File: src/rtl/id_ex_stage_pkg.sv
// Shared pipeline definitions: default widths, ALU operation classes and the
// control bundle carried from ID through EX/MEM and MEM/WB.
package id_ex_stage_pkg;

  localparam int DW_DEF = 16;
  localparam int RW_DEF = 3;

  typedef enum logic [1:0] {
    ALU_OP_ADD   = 2'b00,
    ALU_OP_SUB   = 2'b01,
    ALU_OP_FUNCT = 2'b10,
    ALU_OP_IMM   = 2'b11
  } alu_op_e;

  typedef struct packed {
    logic       reg_dst;
    logic       alu_src;
    logic       memto_reg;
    logic       reg_write;
    logic       mem_read;
    logic       mem_write;
    logic       branch;
    logic [1:0] alu_op;
  } ctrl_t;

endpackage

File: src/rtl/id_ex_stage_hazard_detect.sv
// Load-use detector: the instruction in EX is a load whose destination rt is
// a source of the instruction currently in decode.
module hazard_detect #(
  parameter int RW = 3
) (
  input  logic          id_valid,
  input  logic [RW-1:0] id_rs,
  input  logic [RW-1:0] id_rt,
  input  logic          id_uses_rt,
  input  logic          ex_valid,
  input  logic          ex_mem_read,
  input  logic [RW-1:0] ex_rt,
  output logic          load_use
);

  assign load_use = id_valid & ex_valid & ex_mem_read &
                    ((ex_rt == id_rs) | (id_uses_rt & (ex_rt == id_rt)));

endmodule

File: src/rtl/id_ex_stage.sv
// ID/EX pipeline register with flush, hold and load-use bubble insertion,
// plus a saturating count of inserted load-use bubbles.
module id_ex_stage
  import id_ex_stage_pkg::*;
#(
  parameter int DW = DW_DEF,
  parameter int RW = RW_DEF,
  parameter int CW = 16
) (
  input  logic          clk,
  input  logic          rst_n,
  input  logic          id_valid,
  input  logic          id_regDst,
  input  logic          id_aluSrc,
  input  logic          id_memtoReg,
  input  logic          id_regWrite,
  input  logic          id_memRead,
  input  logic          id_memWrite,
  input  logic          id_branch,
  input  logic [1:0]    id_aluOp,
  input  logic [DW-1:0] id_read_data_1,
  input  logic [DW-1:0] id_read_data_2,
  input  logic [DW-1:0] id_imm,
  input  logic [RW-1:0] id_rs,
  input  logic [RW-1:0] id_rt,
  input  logic [RW-1:0] id_rd,
  input  logic          id_uses_rt,
  input  logic [DW-1:0] id_pc_plus_2,
  input  logic          flush,
  input  logic          hold,
  output logic          ex_valid,
  output logic          ex_regDst,
  output logic          ex_aluSrc,
  output logic          ex_memtoReg,
  output logic          ex_regWrite,
  output logic          ex_memRead,
  output logic          ex_memWrite,
  output logic          ex_branch,
  output logic [1:0]    ex_aluOp,
  output logic [DW-1:0] ex_read_data_1,
  output logic [DW-1:0] ex_read_data_2,
  output logic [DW-1:0] ex_imm,
  output logic [DW-1:0] ex_pc_plus_2,
  output logic [RW-1:0] ex_rs,
  output logic [RW-1:0] ex_rt,
  output logic [RW-1:0] ex_rd,
  output logic          stall,
  output logic [CW-1:0] bubble_count
);

  ctrl_t         id_ctrl;
  ctrl_t         ctrl_reg, ctrl_next;
  logic          valid_reg, valid_next;
  logic [DW-1:0] rd1_reg, rd1_next, rd2_reg, rd2_next;
  logic [DW-1:0] imm_reg, imm_next, pc_reg, pc_next;
  logic [RW-1:0] rs_reg, rs_next, rt_reg, rt_next, rd_reg, rd_next;
  logic [CW-1:0] bubble_count_reg, bubble_count_next;
  logic          load_use;

  assign id_ctrl = {id_regDst, id_aluSrc, id_memtoReg, id_regWrite,
                    id_memRead, id_memWrite, id_branch, id_aluOp};

  hazard_detect #(.RW(RW)) u_hazard_detect (
    .id_valid    (id_valid),
    .id_rs       (id_rs),
    .id_rt       (id_rt),
    .id_uses_rt  (id_uses_rt),
    .ex_valid    (valid_reg),
    .ex_mem_read (ctrl_reg.mem_read),
    .ex_rt       (rt_reg),
    .load_use    (load_use)
  );

  assign stall = load_use | hold;

  always_comb begin
    valid_next        = valid_reg;
    ctrl_next         = ctrl_reg;
    rd1_next          = rd1_reg;
    rd2_next          = rd2_reg;
    imm_next          = imm_reg;
    pc_next           = pc_reg;
    rs_next           = rs_reg;
    rt_next           = rt_reg;
    rd_next           = rd_reg;
    bubble_count_next = bubble_count_reg;
    if (flush || (!hold && load_use)) begin
      valid_next = 1'b0;
      ctrl_next  = '0;
      rd1_next   = '0;
      rd2_next   = '0;
      imm_next   = '0;
      pc_next    = '0;
      rs_next    = '0;
      rt_next    = '0;
      rd_next    = '0;
      // Only hazard bubbles are counted, and the count sticks at all-ones.
      if (!flush && (bubble_count_reg != '1))
        bubble_count_next = bubble_count_reg + CW'(1);
    end else if (!hold) begin
      valid_next = id_valid;
      ctrl_next  = id_valid ? id_ctrl : '0;
      rd1_next   = id_read_data_1;
      rd2_next   = id_read_data_2;
      imm_next   = id_imm;
      pc_next    = id_pc_plus_2;
      rs_next    = id_rs;
      rt_next    = id_rt;
      rd_next    = id_rd;
    end
  end

  always_ff @(posedge clk or negedge rst_n) begin
    if (!rst_n) begin
      valid_reg        <= 1'b0;
      ctrl_reg         <= '0;
      rd1_reg          <= '0;
      rd2_reg          <= '0;
      imm_reg          <= '0;
      pc_reg           <= '0;
      rs_reg           <= '0;
      rt_reg           <= '0;
      rd_reg           <= '0;
      bubble_count_reg <= '0;
    end else begin
      valid_reg        <= valid_next;
      ctrl_reg         <= ctrl_next;
      rd1_reg          <= rd1_next;
      rd2_reg          <= rd2_next;
      imm_reg          <= imm_next;
      pc_reg           <= pc_next;
      rs_reg           <= rs_next;
      rt_reg           <= rt_next;
      rd_reg           <= rd_next;
      bubble_count_reg <= bubble_count_next;
    end
  end

  assign ex_valid       = valid_reg;
  assign ex_regDst      = ctrl_reg.reg_dst;
  assign ex_aluSrc      = ctrl_reg.alu_src;
  assign ex_memtoReg    = ctrl_reg.memto_reg;
  assign ex_regWrite    = ctrl_reg.reg_write;
  assign ex_memRead     = ctrl_reg.mem_read;
  assign ex_memWrite    = ctrl_reg.mem_write;
  assign ex_branch      = ctrl_reg.branch;
  assign ex_aluOp       = ctrl_reg.alu_op;
  assign ex_read_data_1 = rd1_reg;
  assign ex_read_data_2 = rd2_reg;
  assign ex_imm         = imm_reg;
  assign ex_pc_plus_2   = pc_reg;
  assign ex_rs          = rs_reg;
  assign ex_rt          = rt_reg;
  assign ex_rd          = rd_reg;
  assign bubble_count   = bubble_count_reg;

endmodule

File: config.mk
export PLATFORM = sky130hd
export DESIGN_NAME = id_ex_stage
export DESIGN_NICKNAME = d
export VERILOG_FILES = /design/src/rtl/id_ex_stage_pkg.sv /design/src/rtl/id_ex_stage_hazard_detect.sv /design/src/rtl/id_ex_stage.sv
export SDC_FILE = /design/constraint.sdc
export NUM_CORES = 1
export LEC_CHECK = 0
export BUFFER_PORTS_ARGS = -buffer_cell sky130_fd_sc_hd__buf_4
export CORE_AREA = 2 2 105 107
export CTS_BUF_LIST = sky130_fd_sc_hd__clkbuf_4
export DETAILED_ROUTE_END_ITERATION = 10
export DIE_AREA = 0 0 107 109
export PLACE_DENSITY = 0.68
export SYNTH_ARGS = -nofsm -noshare
export SYNTH_HDL_FRONTEND = slang
export SYNTH_HIERARCHICAL = 1
export SYNTH_SLANG_ARGS = --single-unit
File: constraint.sdc
create_clock -name clk -period 3.4 [get_ports clk]
set_clock_uncertainty 0.1 [all_clocks]
set_input_delay 0.68 -clock clk [delete_from_list [all_inputs] [get_ports clk]]
set_output_delay 0.68 -clock clk [all_outputs]
set_load 0.05 [all_outputs]
==> results by group, run 1 <==
Power and ir drop
  – Overall power: 2.28 mW
  – Net Sw Frac: 31.6%
  – Leakage Power: 2.90 nW
  – Net switching power: 0.721 mW
  – Internal power: 1.56 mW
  – Cell Pwr Density: 405 mW/mm^2
  – Combinational power share: 21.9%
  – Clock network fraction of total power: 22.9%
  – Reg power frac: 55.3%
  – Worst vdd ir: 0.176 mV

Layout
  – Share of cells above drive strength 1: 39.4%
  – Fin cells: 676
  – Ant. Diodes: 0
  – Area grow syn2layout: 41.0%
  – Fin nets: 620
  – Fillers: 955

Global route
  – First-pass GRT wire length: 16300 um
  – Total track usage: 17.9%
  – Initial antenna violation count: 0
  – Largest net degree at the start of global routing: 74
  – Vias in the first global route: 3266
  – GRT overflow: 0

Worst setup path
  – Crit Path Category: register to register
  – Worst Path Arrival: 3.01 ns
  – Worst r2r src: ex_rt[1]
  – Crit path max fanout: 7
  – CP endpoint kind: register
  – CP startpoint: ex_rt[1]
  – Worst EP required: 3.63 ns
  – Startpoint Class: register

Synthesis
  – EDFF count, synth: 0
  – Yosys cell types: 33
  – Top_reg_cell synth: dfrtp_1
  – Seq/Total Area, Yosys: 62.0%
  – Syn avg cell area: 11.3 sq um
  – Cells after Synth: 355
  – Post-synth ARST share: 100%
  – Mapped cell area: 0.00400 sq mm
  – Yosys reg bits: 99
  – Yosys warnings: 6
  – Net Count, Synth: 444

Die
  – Initial Util: 37.7%
  – I/O pin count: 188
  – Core ar.: 0.0106 sq mm
  – Die width: 107 um
  – Row Count: 38
  – Full die area: 0.0117 sq mm
  – Die height: 109 um

Clocking
  – CTS root buf: clkbuf_4
  – Post_cts resized: 0
  – CTS tree: built
  – H-Tree Depth: 3
  – Clk_lat worst skew: 0.43 ns
  – CTS Buf Count: 9
  – Total clock sinks: 99
  – Post-CTS setup buffers: 0
  – Clk buf depth: 2
  – Clk pin slew, worst setup/hold paths: 0.15 ns
  – Hold Buf Count CTS: 0

Timing
  – Worst setup margin: 0.620 ns
  – Tcrit/Tclk final: 81.8%
  – Worst-Margin Slew: 1.16 ns
  – Tmin final: 2.78 ns
  – RSZ-0062 raised after global routing: no
  – Highest Clock Rate: 0.360 GHz
  – Final hold vios: 0
  – Max-slew violation count: 0
  – Final setup fails: 0
  – TNS Setup: 0 ns
  – Worst slew margin: 22.3%

Placement
  – Port-buffer cells: 187
  – Pre-CTS setup slack: 0.306 ns
  – HPWL after DPL: 7350 um
  – Placed instance count: 660
  – GP Congestion: 0.792

Detailed routing
  – DR vias: 3377
  – DRC violations left: 0
  – Routed WL: 10400 um
  – Wire length per cell: 15.4 um
  – Initial DRC Count: 173
  – DR pass1 iterations: 4
  – Antenna-violating nets left: 0
  – Vias per cell: 5.00

Outcome
  – Status: finished, final reports clean

Flow run
  – Max-Cap Viols: 0

Hold path
  – Hold Crit Class: input port to asynchronous set/reset pin
[power groups by stage]
stage / registers [mW] / clock network, mW / logic, mW
2_1_floorplan: 1.46 / 0 / 0.108
3_3_place_gp: 1.28 / 0 / 0.499
3_5_place_dp: 1.28 / 0 / 0.504
4_1_cts: 1.26 / 0.545 / 0.504
5_1_grt: 1.27 / 0.596 / 0.532
6_report: 1.26 / 0.521 / 0.498
[per-stage QoR]
| stage | hold slack (ns) | util [%] | cell area, sq um |
|---|---|---|---|
| final | 0.201 | 53.1 | 5630 |
| after global routing | 0.225 | 53.1 | 5630 |
| after CTS | 0.192 | 53.1 | 5630 |
| after detailed placement | 0.394 | 52.1 | 5530 |
| after global placement | 0.388 | 52.1 | 5530 |
| after floorplan | 0.284 | - | 4000 |
[placed cells by master, fill, tap and decap left out, types with 2 or more instances in the layout]
| cell | netlist | final |
|---|---|---|
| nand2_1 | 7 | 7 |
| a22o_1 | 9 | 9 |
| a31oi_1 | 2 | 2 |
| nor2_1 | 79 | 78 |
| nor4_2 | 3 | 3 |
| nand4_1 | 5 | 5 |
| nor4_1 | 3 | 3 |
| mux2_1 | 3 | 3 |
| nand3_1 | 7 | 7 |
| nor3b_1 | 2 | 2 |
| clkbuf_4 | 0 | 10 |
| nor3_1 | 3 | 3 |
| clkinv_1 | 0 | 3 |
| xor2_1 | 8 | 8 |
| a22oi_1 | 73 | 73 |
| buf_4 | 0 | 190 |
| xnor2_1 | 8 | 8 |
| dfrtp_1 | 99 | 99 |
| a21oi_1 | 3 | 3 |
| inv_1 | 2 | 2 |
[cell usage after synthesis (2+ instances only)]
master    count  area share [%]
a21oi_1       3            0.38
a22o_1        9             2.0
a22oi_1      73              14
a31oi_1       2            0.31
buf_1         4            0.38
clkbuf_1     21             2.0
dfrtp_1      99              62
inv_1         2            0.19
mux2_1        3            0.85
nand2_1       7            0.66
nand3_1       7            0.88
nand4_1       5            0.78
nor2_1       79             7.4
nor3_1        3            0.38
nor3b_1       2            0.38
nor4_1        3            0.47
nor4_2        3            0.94
xnor2_1       8             1.8
xor2_1        8             1.8
[metal layers]
| layer | share of wire (%) | track usage [%] |
|---|---|---|
| met3 | 5.5 | 3.89 |
| met2 | 50 | 29.8 |
| met1 | 43 | 23.7 |
| met4 | 0.88 | 5.01 |
| met5 | 0 | 0 |
[cell families after synthesis]
| group | count (synthesis) | synth area share (%) |
|---|---|---|
| adder cells (fa/ha/maj) | 1 | 0.313 |
| XOR/XNOR | 16 | 3.51 |
| AO/OA/AOI/OAI | 91 | 17.0 |
| buffers and inverters | 28 | 2.66 |
| AND/OR/NAND/NOR | 117 | 13.7 |
| flip-flops | 99 | 62.0 |
| multiplexers | 3 | 0.846 |
[final cells by class]
type	count	area [sq um]	area share (%)
tap	140	175	3.11
clock inverter	6	32.5	0.578
sequential	99	2480	44.0
inverter	2	7.51	0.133
multi-input combinational	228	1420	25.2
clock buffer	10	75.1	1.33
timing repair buffer	191	1450	25.7
[critical path, stage by stage, from the launching register on]
cell     delay [ns]
dfrtp_1        0.46
xnor2_1        0.18
nand4_1        0.13
a21oi_1        0.35
or3b_1         0.51
or3_4          0.44
nor3_1         0.16
mux2_1         0.34
[path summary, 6_finish.rpt]
| check | to | slack (ns) | depth (start not counted) |
|---|---|---|---|
| worst max-delay path | bubble_count[12] | 0.62 | 7 |
| worst min-delay path | ex_branch | 0.20 | 1 |
| worst max register to register | bubble_count[12] | 0.62 | 7 |
| worst min register to register | bubble_count[7] | 0.42 | 1 |
| max in group asynchronous | ex_read_data_2[8] | 2.31 | 2 |
| min in group clk | ex_aluOp[0] | 0.36 | 2 |
No activity file was read; power rests on OpenSTA's default activity.
==> inputs of run 2 (changes only) <==
- clock period: 3.4 -> 2.65 ns (I/O delays scaled with it)
==> run 2 against run 1 <==
- first-iteration DRC count rose by 10%
- via count rose by 3.5%
- cell count rose by 1.3%
- routed wire length rose by 4.9%
- non-clock buffer count rose by 9
- critical path type unchanged
- clock-buffer cell count rose by 3
- largest power group unchanged
- core utilization rose by 1.3 points
- sequential share of layout area fell by 0.96 points
- total power rose by 34%
- worst setup slack got worse by 0.52 ns
- flip-flop and latch count did not move
==> results by group, run 2 (synthesis results as in run 1) <==
Hold path
  – Hold Crit Class: input port to register
  – Hold path start: id_aluSrc
  – Cells on Worst Hold Path: 2

Worst setup path
  – CP Capture Point: bubble_count[12]
  – Worst r2r src: ex_rt[0]
  – Worst EP required: 2.88 ns
  – FF-to-FF End: bubble_count[12]
  – FF-to-FF path depth: 7
  – Crit path max fanout: 4
  – CP startpoint: ex_rt[0]
  – Startpoint Class: register
  – R2r setup slk: 0.1 ns
  – Crit Path Category: register to register
  – Worst Path Arrival: 2.78 ns
  – CP endpoint kind: register

Detailed routing
  – DRC violations left: 0
  – Met1 Wirelength: 4600 um
  – Top sig layer: met4
  – DR pass1 iterations: 5
  – Antenna-violating nets left: 0
  – Metal2 WL: 5470 um
  – Met3 WL: 752 um
  – Initial DRC Count: 191
  – Routed WL: 10900 um
  – DR vias: 3496
  – Wire length per cell: 16.0 um
  – Vias per cell: 5.10

Timing
  – Final hold vios: 0
  – Worst setup margin: 0.0965 ns
  – Worst slew margin: 20.3%
  – Final setup fails: 0
  – RSZ-0062 raised after global routing: no
  – Tcrit/Tclk final: 96.4%
  – Max-slew violation count: 0
  – Worst-Margin Slew: 1.19 ns
  – Highest Clock Rate: 0.392 GHz
  – Tmin final: 2.55 ns

Clocking
  – Total clock sinks: 99
  – Clk buf depth: 2
  – H-Tree Depth: 3
  – CTS root buf: clkbuf_4
  – CTS Buf Count: 9
  – Clk_lat worst skew: 0.43 ns
  – CTS tree: built
  – Post-CTS setup buffers: 0
  – Clk pin slew, worst setup/hold paths: 0.14 ns

Global route
  – Initial antenna violation count: 0
  – Total track usage: 19.4%
  – First-pass GRT wire length: 17700 um
  – Vias in the first global route: 3590
  – GRT overflow: 0
  – Largest net degree at the start of global routing: 75

Placement
  – Pre-CTS setup slack: -0.268 ns
  – HPWL after DPL: 7620 um
  – GP Congestion: 0.786
  – Port-buffer cells: 187
  – Placed instance count: 668
  – Post-DP Area: 0.00559 sq mm

Layout
  – Fin util: 54.4%
  – Commonest non-fill, non-tap cell in the layout: buf_4
  – Sequential Area: 0.00248 sq mm
  – Fin area: 0.00577 sq mm
  – Fillers: 931
  – Most frequent cells in the layout: buf_4 (198), dfrtp_1 (96), nor2_1 (78)
  – Fin cells: 685
  – Ant. Diodes: 0
  – Share of cells above drive strength 1: 42.2%
  – Area grow syn2layout: 44.3%
  – Fin nets: 629
  – Multi-input logic area: 0.00145 sq mm

Die
  – Die height: 109 um
  – I/O pin count: 188
  – Row Count: 38
  – Core ar.: 0.0106 sq mm
  – Initial Util: 37.7%
  – Full die area: 0.0117 sq mm
  – Die width: 107 um

Flow run
  – Max-Cap Viols: 0

Power and ir drop
  – Overall power: 3.06 mW
  – Worst vdd ir: 0.293 mV
  – Leakage Power: 2.97 nW
  – Cell Pwr Density: 531 mW/mm^2

Outcome
  – Status: finished, final reports clean
==> run 2: layout make-up <==
| type | instances | share of cell area, % |
|---|---|---|
| inverters | 2 | 0.130 |
| clock inverters | 3 | 0.673 |
| well taps | 140 | 3.04 |
| clock buffers | 13 | 1.69 |
| repair buffers | 200 | 26.3 |
| multi-input cells | 228 | 25.1 |
| flip-flops and latches | 99 | 43.0 |
==> run 2: worst min path at each step <==
stage / end / slack (ns)
detailed placement: ex_aluOp[0] / 0.36
finish: ex_aluSrc / 0.20
CTS: ex_memWrite / 0.17
global route: ex_memRead / 0.16
global placement: ex_branch / 0.36
floorplan: bubble_count[0] / 0.13
==> run 2: metrics by stage <==
| stage | hold WS [ns] | setup TNS, ns |
|---|---|---|
| global placement | 0.362 | -0.951 |
| CTS | 0.166 | 0 |
| floorplan | 0.134 | 0 |
| detailed placement | 0.364 | -1.23 |
| global route | 0.164 | 0 |
| finish | 0.203 | 0 |
==> run 2: metal layers <==
metal	vias up	GRT usage, %
li1	1647	-
met1	1729	23.9
met2	110	32.5
met3	10	5.62
met4	0	7.05
met5	-	0
==> run 2: timing repair <==
action	in CTS	in global routing
hold buffers	1	0
pin swaps	0	1
setup endpoints to repair	2	2
endpoints found under the hold margin	25	0
resized for setup	2	4
==> run 2: worst max-delay path, cell delays in order, from the launching register on <==
cell and delay (ns):
dfrtp_2 0.48, xnor2_2 0.22, nand4_1 0.14, a21oi_2 0.22, or3b_4 0.44, or3_4 0.40, nor3_2 0.12, mux2_1 0.33
==> run 2: where the power goes <==
group          switching [mW]  total, mW  internal [mW]
Sequential             0.0408       1.62           1.57
Combinational           0.415      0.649          0.234
Clock                   0.467      0.795          0.328
==> inputs of run 3 (changes only) <==
- CORE_AREA: 2 2 105 107 -> 2 2 103 105
- DIE_AREA: 0 0 107 109 -> 0 0 105 107
- PLACE_DENSITY: 0.68 -> 0.7
==> run 3 against run 2 <==
- flip-flop and latch count unchanged
- clock-buffer cell count down 3
- via count up 0.57%
- routed wire length down 1.3%
- non-clock buffer count up 1
- highest routed layer unchanged
- sequential share of layout area up 0.30 points
- die area down 3.7%
==> results by group, run 3 (synthesis results as in run 1) <==
Placement
  – Placed instance count: 664
  – GP Congestion: 0.809
  – HPWL after DPL: 7740 um
  – Port-buffer cells: 187

Global route
  – Largest net degree at the start of global routing: 74
  – First-pass GRT wire length: 17700 um
  – Initial antenna violation count: 0
  – Total track usage: 19.5%
  – GRT overflow: 0
  – Vias in the first global route: 3639

Worst setup path
  – R2r setup slk: 0.12 ns
  – Worst r2r src: ex_rt[2]
  – Startpoint Class: register
  – CP startpoint: ex_rt[2]
  – Crit-path max cell delay: 0.46 ns
  – CP Buf/Inv Count: 0
  – CP endpoint kind: register
  – Crit Path Category: register to register
  – Critical path depth: 7
  – FF-to-FF path depth: 7
  – CP Capture Point: bubble_count[12]
  – FF-to-FF End: bubble_count[12]
  – Cell Chain, Critical Path: xnor2_1 > nand4_1 > a21oi_2 > or3b_1 > or3_4 > nor3_1 > mux2_1
  – Critical path's top delay family: simple AND/OR/NAND/NOR gates
  – Worst Path Arrival: 2.76 ns
  – Worst EP required: 2.88 ns
  – Crit path max fanout: 4
  – CP max-delay cell: dfrtp_2

Detailed routing
  – Met1 Wirelength: 4700 um
  – Met3 WL: 760 um
  – DR vias: 3516
  – Top sig layer: met4
  – DR pass1 iterations: 8
  – Wire length per cell: 15.8 um
  – Metal2 WL: 5180 um
  – Routed WL: 10800 um
  – DRC violations left: 0
  – Antenna-violating nets left: 0
  – Initial DRC Count: 197
  – Vias per cell: 5.16

Die
  – Initial Util: 39.6%
  – Core ar.: 0.0101 sq mm
  – Die height: 107 um
  – Die width: 105 um
  – Row Count: 37
  – Full die area: 0.0112 sq mm
  – I/O pin count: 188

Layout
  – Fillers: 919
  – Sequential Area: 0.00248 sq mm
  – Fin cells: 682
  – Share of cells above drive strength 1: 41.8%
  – Area grow syn2layout: 43.3%
  – Ant. Diodes: 0
  – Multi-input logic area: 0.00143 sq mm
  – Commonest non-fill, non-tap cell in the layout: buf_4
  – Fin nets: 630
  – Most frequent cells in the layout: buf_4 (199), dfrtp_1 (96), nor2_1 (78)

Clocking
  – CTS root buf: clkbuf_4
  – Clk pin slew, worst setup/hold paths: 0.15 ns
  – CTS Buf Count: 9
  – Total clock sinks: 99
  – CTS tree: built
  – H-Tree Depth: 3
  – Clk buf depth: 2
  – Clk_lat worst skew: 0.44 ns

Flow run
  – Max-Cap Viols: 0

Timing
  – Tmin final: 2.53 ns
  – TNS Setup: 0 ns
  – Max-slew violation count: 0
  – Worst slew margin: 20.8%
  – Tcrit/Tclk final: 95.4%
  – RSZ-0062 raised after global routing: no
  – Final setup fails: 0
  – Final hold vios: 0
  – Highest Clock Rate: 0.395 GHz
  – Worst-Margin Slew: 1.18 ns

Outcome
  – Status: finished, final reports clean

Hold path
  – Hold Crit Class: input port to register

Power and ir drop
  – Cell Pwr Density: 519 mW/mm^2
  – Overall power: 2.97 mW
  – Leakage Power: 2.96 nW
  – Worst vdd ir: 0.227 mV
-- run 3: layout make-up --
class / instances / share of cell area (%)
clock buffers: 10 / 1.31
clock inverters: 6 / 0.721
inverters: 2 / 0.131
multi-input cells: 228 / 24.9
flip-flops and latches: 99 / 43.3
well taps: 136 / 2.97
repair buffers: 201 / 26.6
-- run 3: worst min path at each step --
stage,cells past startpoint,start,slack [ns],endpoint
6_report,2,id_memRead,0.19,ex_memRead
5_1_grt,2,id_memRead,0.18,ex_memRead
4_1_cts,2,id_memRead,0.17,ex_memRead
3_5_place_dp,1,ex_memWrite,0.39,ex_memWrite
3_3_place_gp,1,rst_n,0.39,bubble_count[10]
2_1_floorplan,0,rst_n,0.13,bubble_count[0]
-- run 3: repair_timing --
item | CTS | global route
endpoints found under the hold margin | 29 | 0
setup buffers | 0 | 1
pin swaps | 0 | 1
hold buffers | 1 | 0
endpoints found under the setup margin | 1 | 2
resized for setup | 1 | 1
-- run 3: where the power goes --
part           internal [mW]  leakage (nW)  switching, mW
Combinational          0.233          1.56          0.413
Clock                  0.206        0.0705          0.502
Sequential              1.57          1.32         0.0408
Total                   2.01          2.96          0.956
-- run 3: stage by stage --
| step | area (sq um) | worst slack [ns] | util [%] | hold slack (ns) |
|---|---|---|---|---|
| after floorplan | 4000 | 0.0832 | - | 0.134 |
| after global placement | 5580 | -0.160 | 55.3 | 0.392 |
| after detailed placement | 5580 | -0.210 | 55.3 | 0.394 |
| after CTS | 5710 | 0.0624 | 56.6 | 0.167 |
| after global routing | 5730 | 0.0284 | 56.7 | 0.182 |
| final | 5730 | 0.121 | 56.7 | 0.194 |
-- run 3: per-layer routing --
layer  track usage, %  vias up
li1                 -     1650
met1             25.9     1705
met2             31.6      149
met3             4.13       12
met4             7.52        0
met5                0        -
